--- config.mk ---
export PLATFORM = sky130hd
export DESIGN_NAME = mdu_iter_flat
export DESIGN_NICKNAME = d
export VERILOG_FILES = /design/src/rtl/mdu_iter_pkg.sv /design/src/rtl/mdu_iter_if.sv /design/src/rtl/mdu_iter_negate.sv /design/src/rtl/mdu_iter.sv /design/src/flat_wrapper.sv
export SDC_FILE = /design/constraint.sdc
export NUM_CORES = 1
export LEC_CHECK = 0
export CAP_MARGIN = 20
export CORE_ASPECT_RATIO = 1.75
export CORE_MARGIN = 4
export CORE_UTILIZATION = 40
export CTS_CLUSTER_DIAMETER = 150
export DETAILED_ROUTE_END_ITERATION = 10
export SETUP_SLACK_MARGIN = 0.05
export SLEW_MARGIN = 15
export SYNTH_ARGS = -nofsm -noshare
export SYNTH_HDL_FRONTEND = slang
export SYNTH_SLANG_ARGS = --single-unit
--- constraint.sdc ---
create_clock -name clk -period 7.3 [get_ports clk]
set_input_delay 2.19 -clock clk [delete_from_list [all_inputs] [get_ports clk]]
set_output_delay 2.19 -clock clk [all_outputs]
set_load 0.01 [all_outputs]
--- src/rtl/mdu_iter_pkg.sv ---
// mdu_iter_pkg: shared encodings for the iterative multiply/divide unit.
// Holds the MDU opcode constants (they sit next to the ALU opcodes in the
// pipeline decode), the controller state encoding, and the divide-by-zero
// LO constant. Small decode helpers keep the op classification in one place.
package mdu_iter_pkg;

  localparam int MDU_W = 32;

  // MDU opcodes; 3'd6 and 3'd7 are reserved and act as no-ops.
  localparam logic [2:0] MDU_MULT  = 3'd0;
  localparam logic [2:0] MDU_MULTU = 3'd1;
  localparam logic [2:0] MDU_DIV   = 3'd2;
  localparam logic [2:0] MDU_DIVU  = 3'd3;
  localparam logic [2:0] MDU_MTHI  = 3'd4;
  localparam logic [2:0] MDU_MTLO  = 3'd5;

  typedef enum logic [1:0] {
    S_IDLE   = 2'd0,
    S_CALC   = 2'd1,
    S_FINISH = 2'd2
  } state_e;

  // LO value produced by any division whose divisor is zero.
  localparam logic [MDU_W-1:0] DIV0_LO = 32'hFFFF_FFFF;

  // True for the four iterative ops (MULT/MULTU/DIV/DIVU).
  function automatic logic op_is_md(input logic [2:0] op);
    return (op == MDU_MULT) || (op == MDU_MULTU) ||
           (op == MDU_DIV)  || (op == MDU_DIVU);
  endfunction

  // True for the signed variants.
  function automatic logic op_is_signed(input logic [2:0] op);
    return (op == MDU_MULT) || (op == MDU_DIV);
  endfunction

  // True for the divide variants.
  function automatic logic op_is_div(input logic [2:0] op);
    return (op == MDU_DIV) || (op == MDU_DIVU);
  endfunction

endpackage

--- src/rtl/mdu_iter_if.sv ---
// mdu_iter_if: EX-stage <-> MDU connection.
// master (pipeline) drives start/op/a/b/cancel; slave (mdu_iter) returns
// busy/done and the architectural HI/LO registers.
//   start  - request, sampled only while the unit is idle
//   op     - MDU opcode (see mdu_iter_pkg)
//   a, b   - rs / rt operands
//   cancel - exception flush of in-flight work
//   busy   - stall request, high while iterating
//   done   - one-cycle pulse when HI/LO take a mult/div result
//   hi, lo - HI/LO registers
interface mdu_iter_if #(
  parameter int WIDTH = 32
) ();
  import mdu_iter_pkg::*;

  logic             start;
  logic [2:0]       op;
  logic [WIDTH-1:0] a;
  logic [WIDTH-1:0] b;
  logic             cancel;
  logic             busy;
  logic             done;
  logic [WIDTH-1:0] hi;
  logic [WIDTH-1:0] lo;

  modport master (
    output start, op, a, b, cancel,
    input  busy, done, hi, lo
  );

  modport slave (
    input  start, op, a, b, cancel,
    output busy, done, hi, lo
  );

endinterface

--- src/rtl/mdu_iter_negate.sv ---
// mdu_negate: conditional two's-complement of a W-bit word (combinational).
//   i_en  - 1: output -i_val, 0: output i_val unchanged
//   i_val - input word
//   o_val - result (modulo 2^W, so the most negative value maps to itself)
module mdu_negate
  import mdu_iter_pkg::*;
#(
  parameter int W = 32
) (
  input  logic         i_en,
  input  logic [W-1:0] i_val,
  output logic [W-1:0] o_val
);

  // Select between the word and its two's complement.
  always_comb begin
    o_val = i_val;
    if (i_en) begin
      o_val = ~i_val + {{(W-1){1'b0}}, 1'b1};
    end else begin
      o_val = i_val;
    end
  end

endmodule

--- src/rtl/mdu_iter.sv ---
// mdu_iter: iterative multiply/divide unit owning the HI/LO pair.
// MULT/MULTU/DIV/DIVU run on operand magnitudes, one bit per cycle for ITER
// cycles, followed by a one-cycle FINISH in which done pulses. MTHI/MTLO
// write HI/LO directly from IDLE. cancel aborts CALC/FINISH at the next edge.
//   clk  - rising-edge clock
//   rst  - asynchronous active-high reset
//   bus  - mdu_iter_if.slave (start/op/a/b/cancel in, busy/done/hi/lo out)
module mdu_iter
  import mdu_iter_pkg::*;
#(
  parameter int WIDTH = MDU_W,
  parameter int ITER  = MDU_W
) (
  input  logic         clk,
  input  logic         rst,
  mdu_iter_if.slave    bus
);

  localparam int            CW       = $clog2(ITER);
  localparam logic [CW-1:0] CNT_LAST = CW'(ITER - 1);

  state_e           r_state;
  state_e           w_next_state;
  logic [CW-1:0]    r_cnt;
  // r_hw/r_lw: product high/low (mult) or remainder/dividend-quotient (div).
  logic [WIDTH-1:0] r_hw;
  logic [WIDTH-1:0] r_lw;
  logic [WIDTH-1:0] r_m;       // multiplicand or divisor magnitude
  logic [WIDTH-1:0] r_a_raw;   // dividend as given, for divide-by-zero HI
  logic             r_is_div;
  logic             r_neg_q;   // result (product/quotient) must be negated
  logic             r_neg_r;   // remainder must be negated
  logic             r_div0;
  logic             r_busy;
  logic             r_done;
  logic [WIDTH-1:0] r_hi;
  logic [WIDTH-1:0] r_lo;

  logic               w_a_neg_en;
  logic               w_b_neg_en;
  logic [WIDTH-1:0]   w_a_mag;
  logic [WIDTH-1:0]   w_b_mag;
  logic [WIDTH:0]     w_mul_sum;
  logic [WIDTH:0]     w_div_shift;
  logic [WIDTH:0]     w_div_diff;
  logic [WIDTH-1:0]   w_step_hw;
  logic [WIDTH-1:0]   w_step_lw;
  logic [2*WIDTH-1:0] w_prod_fix;
  logic [WIDTH-1:0]   w_quo_fix;
  logic [WIDTH-1:0]   w_rem_fix;
  logic [WIDTH-1:0]   w_res_hi;
  logic [WIDTH-1:0]   w_res_lo;

  assign bus.busy = r_busy;
  assign bus.done = r_done;
  assign bus.hi   = r_hi;
  assign bus.lo   = r_lo;

  assign w_a_neg_en = op_is_signed(bus.op) & bus.a[WIDTH-1];
  assign w_b_neg_en = op_is_signed(bus.op) & bus.b[WIDTH-1];

  mdu_negate #(.W(WIDTH)) u_neg_a (
    .i_en(w_a_neg_en), .i_val(bus.a), .o_val(w_a_mag)
  );

  mdu_negate #(.W(WIDTH)) u_neg_b (
    .i_en(w_b_neg_en), .i_val(bus.b), .o_val(w_b_mag)
  );

  // One iteration: shift-add for multiply, restoring subtract for divide.
  always_comb begin
    w_mul_sum   = {1'b0, r_hw} + (r_lw[0] ? {1'b0, r_m} : {(WIDTH+1){1'b0}});
    w_div_shift = {r_hw, r_lw[WIDTH-1]};
    w_div_diff  = w_div_shift - {1'b0, r_m};
    w_step_hw   = r_hw;
    w_step_lw   = r_lw;
    if (r_is_div) begin
      // No borrow means the shifted remainder covers the divisor.
      if (!w_div_diff[WIDTH]) begin
        w_step_hw = w_div_diff[WIDTH-1:0];
        w_step_lw = {r_lw[WIDTH-2:0], 1'b1};
      end else begin
        w_step_hw = w_div_shift[WIDTH-1:0];
        w_step_lw = {r_lw[WIDTH-2:0], 1'b0};
      end
    end else begin
      // Add into the high half, then shift the 65-bit {carry,hi,lo} right.
      w_step_hw = w_mul_sum[WIDTH:1];
      w_step_lw = {w_mul_sum[0], r_lw[WIDTH-1:1]};
    end
  end

  // Sign fix-up operates on the final iteration's output so HI/LO can be
  // written on the same edge the last bit is produced.
  mdu_negate #(.W(2*WIDTH)) u_neg_prod (
    .i_en(r_neg_q), .i_val({w_step_hw, w_step_lw}), .o_val(w_prod_fix)
  );

  mdu_negate #(.W(WIDTH)) u_neg_quo (
    .i_en(r_neg_q), .i_val(w_step_lw), .o_val(w_quo_fix)
  );

  mdu_negate #(.W(WIDTH)) u_neg_rem (
    .i_en(r_neg_r), .i_val(w_step_hw), .o_val(w_rem_fix)
  );

  // Select the HI/LO values written at the end of CALC.
  always_comb begin
    w_res_hi = w_prod_fix[2*WIDTH-1:WIDTH];
    w_res_lo = w_prod_fix[WIDTH-1:0];
    if (!r_is_div) begin
      w_res_hi = w_prod_fix[2*WIDTH-1:WIDTH];
      w_res_lo = w_prod_fix[WIDTH-1:0];
    end else if (r_div0) begin
      w_res_hi = r_a_raw;
      w_res_lo = WIDTH'(DIV0_LO);
    end else begin
      w_res_hi = w_rem_fix;
      w_res_lo = w_quo_fix;
    end
  end

  // Controller state register.
  always_ff @(posedge clk or posedge rst) begin
    if (rst) begin
      r_state <= S_IDLE;
    end else begin
      r_state <= w_next_state;
    end
  end

  // Next-state logic; cancel overrides everything outside IDLE and
  // suppresses start inside IDLE.
  always_comb begin
    w_next_state = r_state;
    case (r_state)
      S_IDLE: begin
        if (!bus.cancel && bus.start && op_is_md(bus.op)) begin
          w_next_state = S_CALC;
        end else begin
          w_next_state = S_IDLE;
        end
      end
      S_CALC: begin
        if (bus.cancel) begin
          w_next_state = S_IDLE;
        end else if (r_cnt == CNT_LAST) begin
          w_next_state = S_FINISH;
        end else begin
          w_next_state = S_CALC;
        end
      end
      S_FINISH: w_next_state = S_IDLE;
      default:  w_next_state = S_IDLE;
    endcase
  end

  // Datapath, HI/LO and registered status outputs.
  always_ff @(posedge clk or posedge rst) begin
    if (rst) begin
      r_cnt    <= {CW{1'b0}};
      r_hw     <= {WIDTH{1'b0}};
      r_lw     <= {WIDTH{1'b0}};
      r_m      <= {WIDTH{1'b0}};
      r_a_raw  <= {WIDTH{1'b0}};
      r_is_div <= 1'b0;
      r_neg_q  <= 1'b0;
      r_neg_r  <= 1'b0;
      r_div0   <= 1'b0;
      r_busy   <= 1'b0;
      r_done   <= 1'b0;
      r_hi     <= {WIDTH{1'b0}};
      r_lo     <= {WIDTH{1'b0}};
    end else begin
      r_busy <= (w_next_state == S_CALC);
      r_done <= (w_next_state == S_FINISH);
      case (r_state)
        S_IDLE: begin
          if (!bus.cancel && bus.start) begin
            case (bus.op)
              MDU_MULT, MDU_MULTU, MDU_DIV, MDU_DIVU: begin
                r_cnt    <= {CW{1'b0}};
                r_hw     <= {WIDTH{1'b0}};
                // Divide shifts the dividend out of lw; multiply consumes
                // multiplier bits from lw.
                r_lw     <= op_is_div(bus.op) ? w_a_mag : w_b_mag;
                r_m      <= op_is_div(bus.op) ? w_b_mag : w_a_mag;
                r_a_raw  <= bus.a;
                r_is_div <= op_is_div(bus.op);
                r_neg_q  <= op_is_signed(bus.op) &
                            (bus.a[WIDTH-1] ^ bus.b[WIDTH-1]);
                r_neg_r  <= op_is_signed(bus.op) & bus.a[WIDTH-1];
                r_div0   <= (bus.b == {WIDTH{1'b0}});
              end
              MDU_MTHI: r_hi <= bus.a;
              MDU_MTLO: r_lo <= bus.a;
              default: begin
                r_cnt <= r_cnt;
              end
            endcase
          end else begin
            r_cnt <= r_cnt;
          end
        end
        S_CALC: begin
          r_hw  <= w_step_hw;
          r_lw  <= w_step_lw;
          r_cnt <= r_cnt + {{(CW-1){1'b0}}, 1'b1};
          // Only a completed, uncancelled op reaches FINISH.
          if (w_next_state == S_FINISH) begin
            r_hi <= w_res_hi;
            r_lo <= w_res_lo;
          end else begin
            r_hi <= r_hi;
          end
        end
        S_FINISH: r_cnt <= {CW{1'b0}};
        default:  r_cnt <= {CW{1'b0}};
      endcase
    end
  end

endmodule

--- src/flat_wrapper.sv ---
// flat-port wrapper written by rule: the top's interface ports become plain ports
module mdu_iter_flat import mdu_iter_pkg::*;
#(
  parameter int WIDTH = MDU_W,
  parameter int ITER  = MDU_W
)
  (clk, rst, bus_start, bus_op, bus_a, bus_b, bus_cancel, bus_busy, bus_done, bus_hi, bus_lo);
  mdu_iter_if #(.WIDTH(WIDTH)) bus_i ();
  input  logic clk;
  input  logic rst;
  input wire logic [$bits(bus_i.start)-1:0] bus_start;
  input wire logic [$bits(bus_i.op)-1:0] bus_op;
  input wire logic [$bits(bus_i.a)-1:0] bus_a;
  input wire logic [$bits(bus_i.b)-1:0] bus_b;
  input wire logic [$bits(bus_i.cancel)-1:0] bus_cancel;
  output wire logic [$bits(bus_i.busy)-1:0] bus_busy;
  output wire logic [$bits(bus_i.done)-1:0] bus_done;
  output wire logic [$bits(bus_i.hi)-1:0] bus_hi;
  output wire logic [$bits(bus_i.lo)-1:0] bus_lo;
  assign bus_i.start = bus_start;
  assign bus_i.op = bus_op;
  assign bus_i.a = bus_a;
  assign bus_i.b = bus_b;
  assign bus_i.cancel = bus_cancel;
  assign bus_busy = bus_i.busy;
  assign bus_done = bus_i.done;
  assign bus_hi = bus_i.hi;
  assign bus_lo = bus_i.lo;
  mdu_iter #(.WIDTH(WIDTH), .ITER(ITER)) u_core (.clk(clk), .rst(rst), .bus(bus_i));
endmodule
# --- Yosys cells after proc, flatten, opt, wreduce, memory -nomap -nowiden ---
# Index checks and enable logic that the tools add are counted.
word_totals:
  out_inout_bits: 66
  elab_cells: 100
  in_bits: 71
  regBits: 205
classes:
  muxes: 37
  n_reduce_logical: 18
  add_sub_neg: 8
  eq_ne: 14
  bitwise: 9
ops:
  columns: ["operator", "n"]
  rows:
  - ["2-to-1 mux 32 bit", 24]
  - ["one-hot mux 32 bit (2 select lines)", 4]
  - ["adder 32 x 1 -> 32 bit (second input constant)", 4]
  - ["NOT 32 bit", 4]
  - ["adder 64 x 1 -> 64 bit (second input constant)", 1]
  - ["2-to-1 mux 64 bit", 1]
  - ["NOT 64 bit", 1]
  - ["adder 32 x 33 -> 33 bit", 1]
  - ["subtractor 33 x 32 -> 33 bit", 1]
  - ["zero test 32 bit", 1]
  - ["2-to-1 mux 5 bit", 2]
  - ["one-hot mux 5 bit (2 select lines)", 1]
  - ["AND reduction 4 bit", 2]
  - ["== test 3 x 2 -> 1 bit (second input constant)", 2]
  - ["== test 3 bit (second input constant)", 2]
  - ["inequality test 2 bit (second input constant)", 3]
  - ["AND reduction 3 bit", 2]
  - ["adder 5 x 1 -> 5 bit (second input constant)", 1]
  - ["== test 5 bit (second input constant)", 1]
  - ["logical OR 1 bit", 5]
  - ["== test 2 x 1 -> 1 bit (second input constant)", 2]
  - ["2-to-1 mux 2 bit", 2]
  - ["inequality test 2 x 1 -> 1 bit (second input constant)", 2]
  - ["one-hot mux 2 bit (2 select lines)", 1]
  - ["other kinds (12)", 16]

# --- Longest topological paths before layout ---
logic_depth:
  ltp_word: 10
  ltp_mapped: 26
  mapped_depth_nobuf: 22

# --- Hierarchy ---
# From an unflattened synthesis, not the netlist that was laid out.
unflattened:
  cells_unflattened: 2238
  hier_area_um2: 19207.2
by_module_without_submodules:
  columns: ["mod", "cells_each", "instances", "seq_area_each_um2", "area_per_inst_um2"]
  rows:
  - ["mdu_iter", 1636, 1, 5129.9, 14450.1]
  - ["mdu_negate (u_core.u_neg_a ...)", 99, 4, 0.0, 777.0]
  - ["mdu_negate (u_core.u_neg_prod)", 206, 1, 0.0, 1649.1]

# --- Least setup slack after synthesis ---
# Ideal clock, no wire load.
synth_timing:
  kind: "reg2reg"
  from: "register u_core.r_is_div"
  to: "register u_core.r_hi[26], in the netlist u_core.bus.hi[26]"
  path_slack_ps: 1124
  path_buffers: 12
  setup_time_ps: 79
  period_less_slack_ps: 6176
  arrival_time_ps: 6097
  t_required_ps: 7221
  stages_incl_launch_ff: 23
  cell_sequence: "dfrtp_1 -> buf_1 -> buf_2 -> buf_2 -> buf_2 -> buf_1 -> clkbuf_1 -> buf_1 -> buf_2 -> buf_1 -> clkbuf_1 -> clkbuf_1 -> nand2_1 -> o21ai_0 -> ha_1 -> o2111ai_1 -> or4b_1 -> or3_1 -> buf_6 -> or3_4 -> mux2_4 -> o221ai_1 -> a2bb2oi_1"
synth_between:
  elab_chain_len: 8
  elab_cells_between_ends: 12
  classes_between: "add/sub (2); mux (8); bitwise (2)"
synth_rtl:
  columns: ["element", "line_no", "rtl"]
  rows:
  - ["from (decl)", "mdu_iter.sv:30", "logic r_is_div;"]
  - ["from (signal assigned)", "mdu_iter.sv:189", "r_is_div <= op_is_div(bus.op);"]
  - ["2-to-1 mux 32 bit", "mdu_iter.sv:77", "if (r_is_div) begin"]
  - ["NOT 32 bit", "mdu_iter_negate.sv:19", "o_val = ~i_val + {{(W-1){1'b0}}, 1'b1};"]
  - ["adder 32 x 1 -> 32 bit", "mdu_iter_negate.sv:19", null]
  - ["2-to-1 mux 32 bit", "mdu_iter_negate.sv:18", "if (i_en) begin"]
  - ["2-to-1 mux 32 bit", "mdu_iter.sv:114", "end else if (r_div0) begin"]
  - ["2-to-1 mux 32 bit (*)", "mdu_iter.sv:111", "if (!r_is_div) begin"]
  - ["2-to-1 mux 32 bit (*)", "mdu_iter.sv:210", "if (w_next_state == S_FINISH) begin"]
  - ["one-hot mux 32 bit (2 select lines) (*)", "mdu_iter.sv:177", "case (r_state)"]
  - ["to (signal assigned)", "mdu_iter.sv:172", "r_hi <= {WIDTH{1'b0}};"]
  - ["to (signal assigned)", "mdu_iter.sv:211", "r_hi <= w_res_hi;"]
  - ["to (signal assigned)", "mdu_iter.sv:214", "r_hi <= r_hi;"]
  - ["to (decl)", "mdu_iter.sv:36", "logic [WIDTH-1:0] r_hi;"]
# Mark *: on every way between the ends. The rest lies on a longest branch, timed or not. The select of a mux whose other input is x is not followed.
# A chain may end at the register's enable or synchronous reset.

# --- Worst setup path after layout ---
layout_timing:
  from: "register u_core.r_hw[8]"
  to: "register u_core.r_hi[26], in the netlist u_core.bus.hi[26]"
layout_between:
  elab_chain_len: 10
  elab_cells_between_ends: 16
  classes_between: "add/sub (4); mux (10); bitwise (2)"
layout_rtl:
  columns: ["element", "line_no", "rtl"]
  rows:
  - ["from (decl)", "mdu_iter.sv:26", "logic [WIDTH-1:0] r_hw;"]
  - ["from (signal assigned)", "mdu_iter.sv:162", "r_hw <= {WIDTH{1'b0}};"]
  - ["from (signal assigned)", "mdu_iter.sv:183", "r_hw <= {WIDTH{1'b0}};"]
  - ["from (signal assigned)", "mdu_iter.sv:206", "r_hw <= w_step_hw;"]
  - ["subtractor 33 x 32 -> 33 bit", "mdu_iter.sv:74", "w_div_diff = w_div_shift - {1'b0, r_m};"]
  - ["2-to-1 mux 32 bit", "mdu_iter.sv:79", "if (!w_div_diff[WIDTH]) begin"]
  - ["2-to-1 mux 32 bit", "mdu_iter.sv:77", null]
  - ["NOT 32 bit", "mdu_iter_negate.sv:19", null]
  - ["adder 32 x 1 -> 32 bit", "mdu_iter_negate.sv:19", null]
  - ["2-to-1 mux 32 bit", "mdu_iter_negate.sv:18", null]
  - ["2-to-1 mux 32 bit", "mdu_iter.sv:114", null]
  - ["2-to-1 mux 32 bit (*)", "mdu_iter.sv:111", null]
  - ["2-to-1 mux 32 bit (*)", "mdu_iter.sv:210", null]
  - ["one-hot mux 32 bit (2 select lines) (*)", "mdu_iter.sv:177", null]
# Marked as above.

==> impl_metrics.tcl <==
set metrics [dict create \
    status "completed" \
    drc 0 \
    crit_type "flip-flop to flip-flop" \
    die-height_um 290 \
    cts_made_buffers 22 \
    grt_pass1_wl_mm 111 \
    fin_skew_ps 10.5 \
    avgRoutedWirePerCell_um 24.7 \
    rows 103 \
    netlist_area_mm2 0.0181 \
    cts_hold_buf 0 \
    fin_crit_ps 6220 \
    vias 18556 \
    arrival_ps 6660 \
    cts_sinks 205 \
    final_cells 2958 \
    drive_gt1_share_pct 6.17 \
    ios 137 \
    grt_usage_pct 29.0 \
    r2r_start "u_core.r_hw[8]" \
    final_area_mm2 0.0206 \
    async_flop_share_pct 100 \
    seq_power_share_pct 23.3 \
    coreArea_mm2 0.0450 \
    die_w_um 169 \
    r2r_cells 18 \
    setup_viol 0 \
    ir_drop_v 0.000199 \
    setup_tns_ps 0 \
    grt_antenna_before_repair 1 \
    postCtsSetupRepairBufs 0 \
    final_hold_viol_count 0 \
    syn_inst 2323 \
    ys.flop_type "dfrtp_1" \
    cp_max_fo 9 \
    mostFrequentLayoutCell "nand2_1" \
    hp-class "flip-flop to flip-flop" \
    power.share.switching_pct 50.7 \
    insertion_delay_ps 530 \
    pre_cts_slack_ps 1190 \
    drv_cap 0 \
    initial_core_util_pct 40.3 \
    rsz0062_at_grt "false" \
    firstDrtPassIters 6 \
    via_per_inst 6.27 \
    p_per_area_mw_per_mm2 422 \
    drt_iter0_markers 1421 \
    crit_start "u_core.r_hw[8]" \
    grt_remaining_overflow 0 \
    max_freq_ghz 0.161 \
    p_sw_mw 4.41 \
    cts_tree "done" \
    area_growth_pct 13.7 \
    synth_seq_cells 205 \
    postRouteAntennaNets 0 \
    place_inst 2918 \
    grt_pass1_vias 18592 \
    critPathLaunchType "flip-flop" \
    maxSlewHeadroom_pct 24.6 \
    crit_path_end "u_core.bus.hi[26]" \
    grt_max_degree 135 \
    p_int_mw 4.29 \
    layout_worst_path_cycle_share_pct 85.1 \
    num_antenna_cells 0 \
    h-tree-depth 1 \
    cp.required_ps 7740 \
    place_congestion 0.986 \
    cts_root_buf "clkbuf_16" \
    drv_slew 0 \
    pwr-share-clk_pct 13.0 \
    nNetsFinal 2509 \
    clkTransAtPathRegs_ps 70 \
    clk_path_buf_depth 3 \
    setup_slack_ps 1080 \
    dp_hpwl_mm 56.1 \
    yosysSeqAreaShare_pct 28.3 \
    p_leak_nw 8.45 \
    yosysUniqueCellTypes 96 \
    die-area_mm2 0.0489 \
    synth_area_per_cell_um2 7.81 \
    pwr-share-comb_pct 63.7 \
    io_buffers 136 \
    final_cell_mix "295 x nand2_1, 234 x o21ai_0, 204 x dfrtp_1, 185 x a21oi_1, 169 x nor2_1" \
    tightest_slew_ps 1120 \
    r2r_slack_ps 1080 \
    synth_edf_count 0 \
    final_core_util_pct 45.8 \
    syn_nets 2466 \
    cp-end-kind "flip-flop" \
    yosysWarnings 0 \
    wirelength_mm 73.1 \
    cts_resized 0 \
    r2r-end "u_core.bus.hi[26]" \
    dpl_cell_area_mm2 0.0199 \
]
==> cells by family after synthesis <==
logic type               synth area share, %
AND/OR/NAND/NOR                         19.7
adder cells (fa/ha/maj)                 5.05
XOR/XNOR                                8.89
AO/OA/AOI/OAI                           28.4
buffers and inverters                   4.91
flip-flops                              28.3
multiplexers                            4.70
==> critical path: stages (launching register included) <==
cell       delay, ps
dfrtp_1          490
ha_1             500
nand2_1          130
a211oi_2         410
nand3_2          150
a2111oi_4        540
or3_1            390
nand2_1          180
a21oi_1          220
nand2_1           70
o21ai_0          130
ha_1             300
o2111ai_1        230
or4b_1           660
or3_1            570
or3_4            470
mux2_4           300
o221ai_1         180
a2bb2oi_1        200
==> cell type report <==
type	instances	area, µm²
clock buffer	29	608
clock inverter	10	91.3
fill	4461	24400
inverter	71	270
multi-input combinational	1893	12100
sequential	205	5130
tap	577	722
timing repair buffer	173	1650
==> metrics by stage <==
step / power (mW) / hold slack, ps
after floorplan: 5.61 / 450
after global placement: 7.41 / 469
after detailed placement: 7.45 / 473
after CTS: 8.64 / 487
after global routing: 9.29 / 498
final: 8.71 / 485
==> how the worst min path moves through the flow <==
stage,slack (ps),start,to,cells after the start
2_1_floorplan,450,u_core.r_a_raw[1],u_core.r_a_raw[1],2
3_5_place_dp,470,u_core.r_a_raw[0],u_core.r_a_raw[0],2
3_3_place_gp,470,u_core.bus.hi[3],u_core.bus.hi[3],2
4_1_cts,490,u_core.r_a_raw[0],u_core.r_a_raw[0],2
6_report,480,u_core.bus.hi[6],u_core.bus.hi[6],2
5_1_grt,500,u_core.r_a_raw[0],u_core.r_a_raw[0],2
==> synthesized netlist by cell type (all sizes together) (33+ instances only) <==
cell | count | area, µm²
nand2 | 297 | 1120
o21ai | 245 | 1230
dfrtp | 205 | 5130
a21oi | 185 | 926
nor2 | 169 | 634
clkbuf | 116 | 437
xnor2 | 99 | 867
xor2 | 85 | 744
inv | 71 | 267
ha | 70 | 876
nor3 | 60 | 317
and2 | 53 | 332
o22ai | 45 | 282
mux2i | 42 | 420
buf | 38 | 188
mux2 | 38 | 432
o221ai | 34 | 298
o31ai | 33 | 253
==> registers in the layout, indices dropped and copies added, names as in the netlist <==
signal,flops
u_core.r_a_raw,32
u_core.bus.lo,32
u_core.bus.done,1
u_core.bus.hi,32
u_core.r_neg_r,1
u_core.r_lw,32
u_core.r_div0,1
u_core.r_hw,32
u_core.r_is_div,1
u_core.r_m,32
u_core.bus.busy,1
u_core.r_cnt,5
u_core.r_neg_q,1
u_core.r_state,2
==> power by group through the flow <==
| stage | combinational (mW) | clock [mW] | sequential [mW] |
|---|---|---|---|
| after detailed placement | 5.43 | 0 | 2.03 |
| after floorplan | 3.72 | 0 | 1.89 |
| final | 5.55 | 1.13 | 2.03 |
| after global placement | 5.39 | 0 | 2.02 |
| after CTS | 5.47 | 1.16 | 2.01 |
| after global routing | 6.02 | 1.20 | 2.07 |
==> metal layers <==
metal	up-vias	global-route usage (%)	routed length (µm)	share of wire (%)
li1	8571	-	-	-
met1	9019	32.6	26900	37
met2	739	52.0	37000	51
met3	227	3.12	3850	5.3
met4	0	18.0	5280	7.2
met5	-	0	0	0
Power figures use the tool's default switching activity.
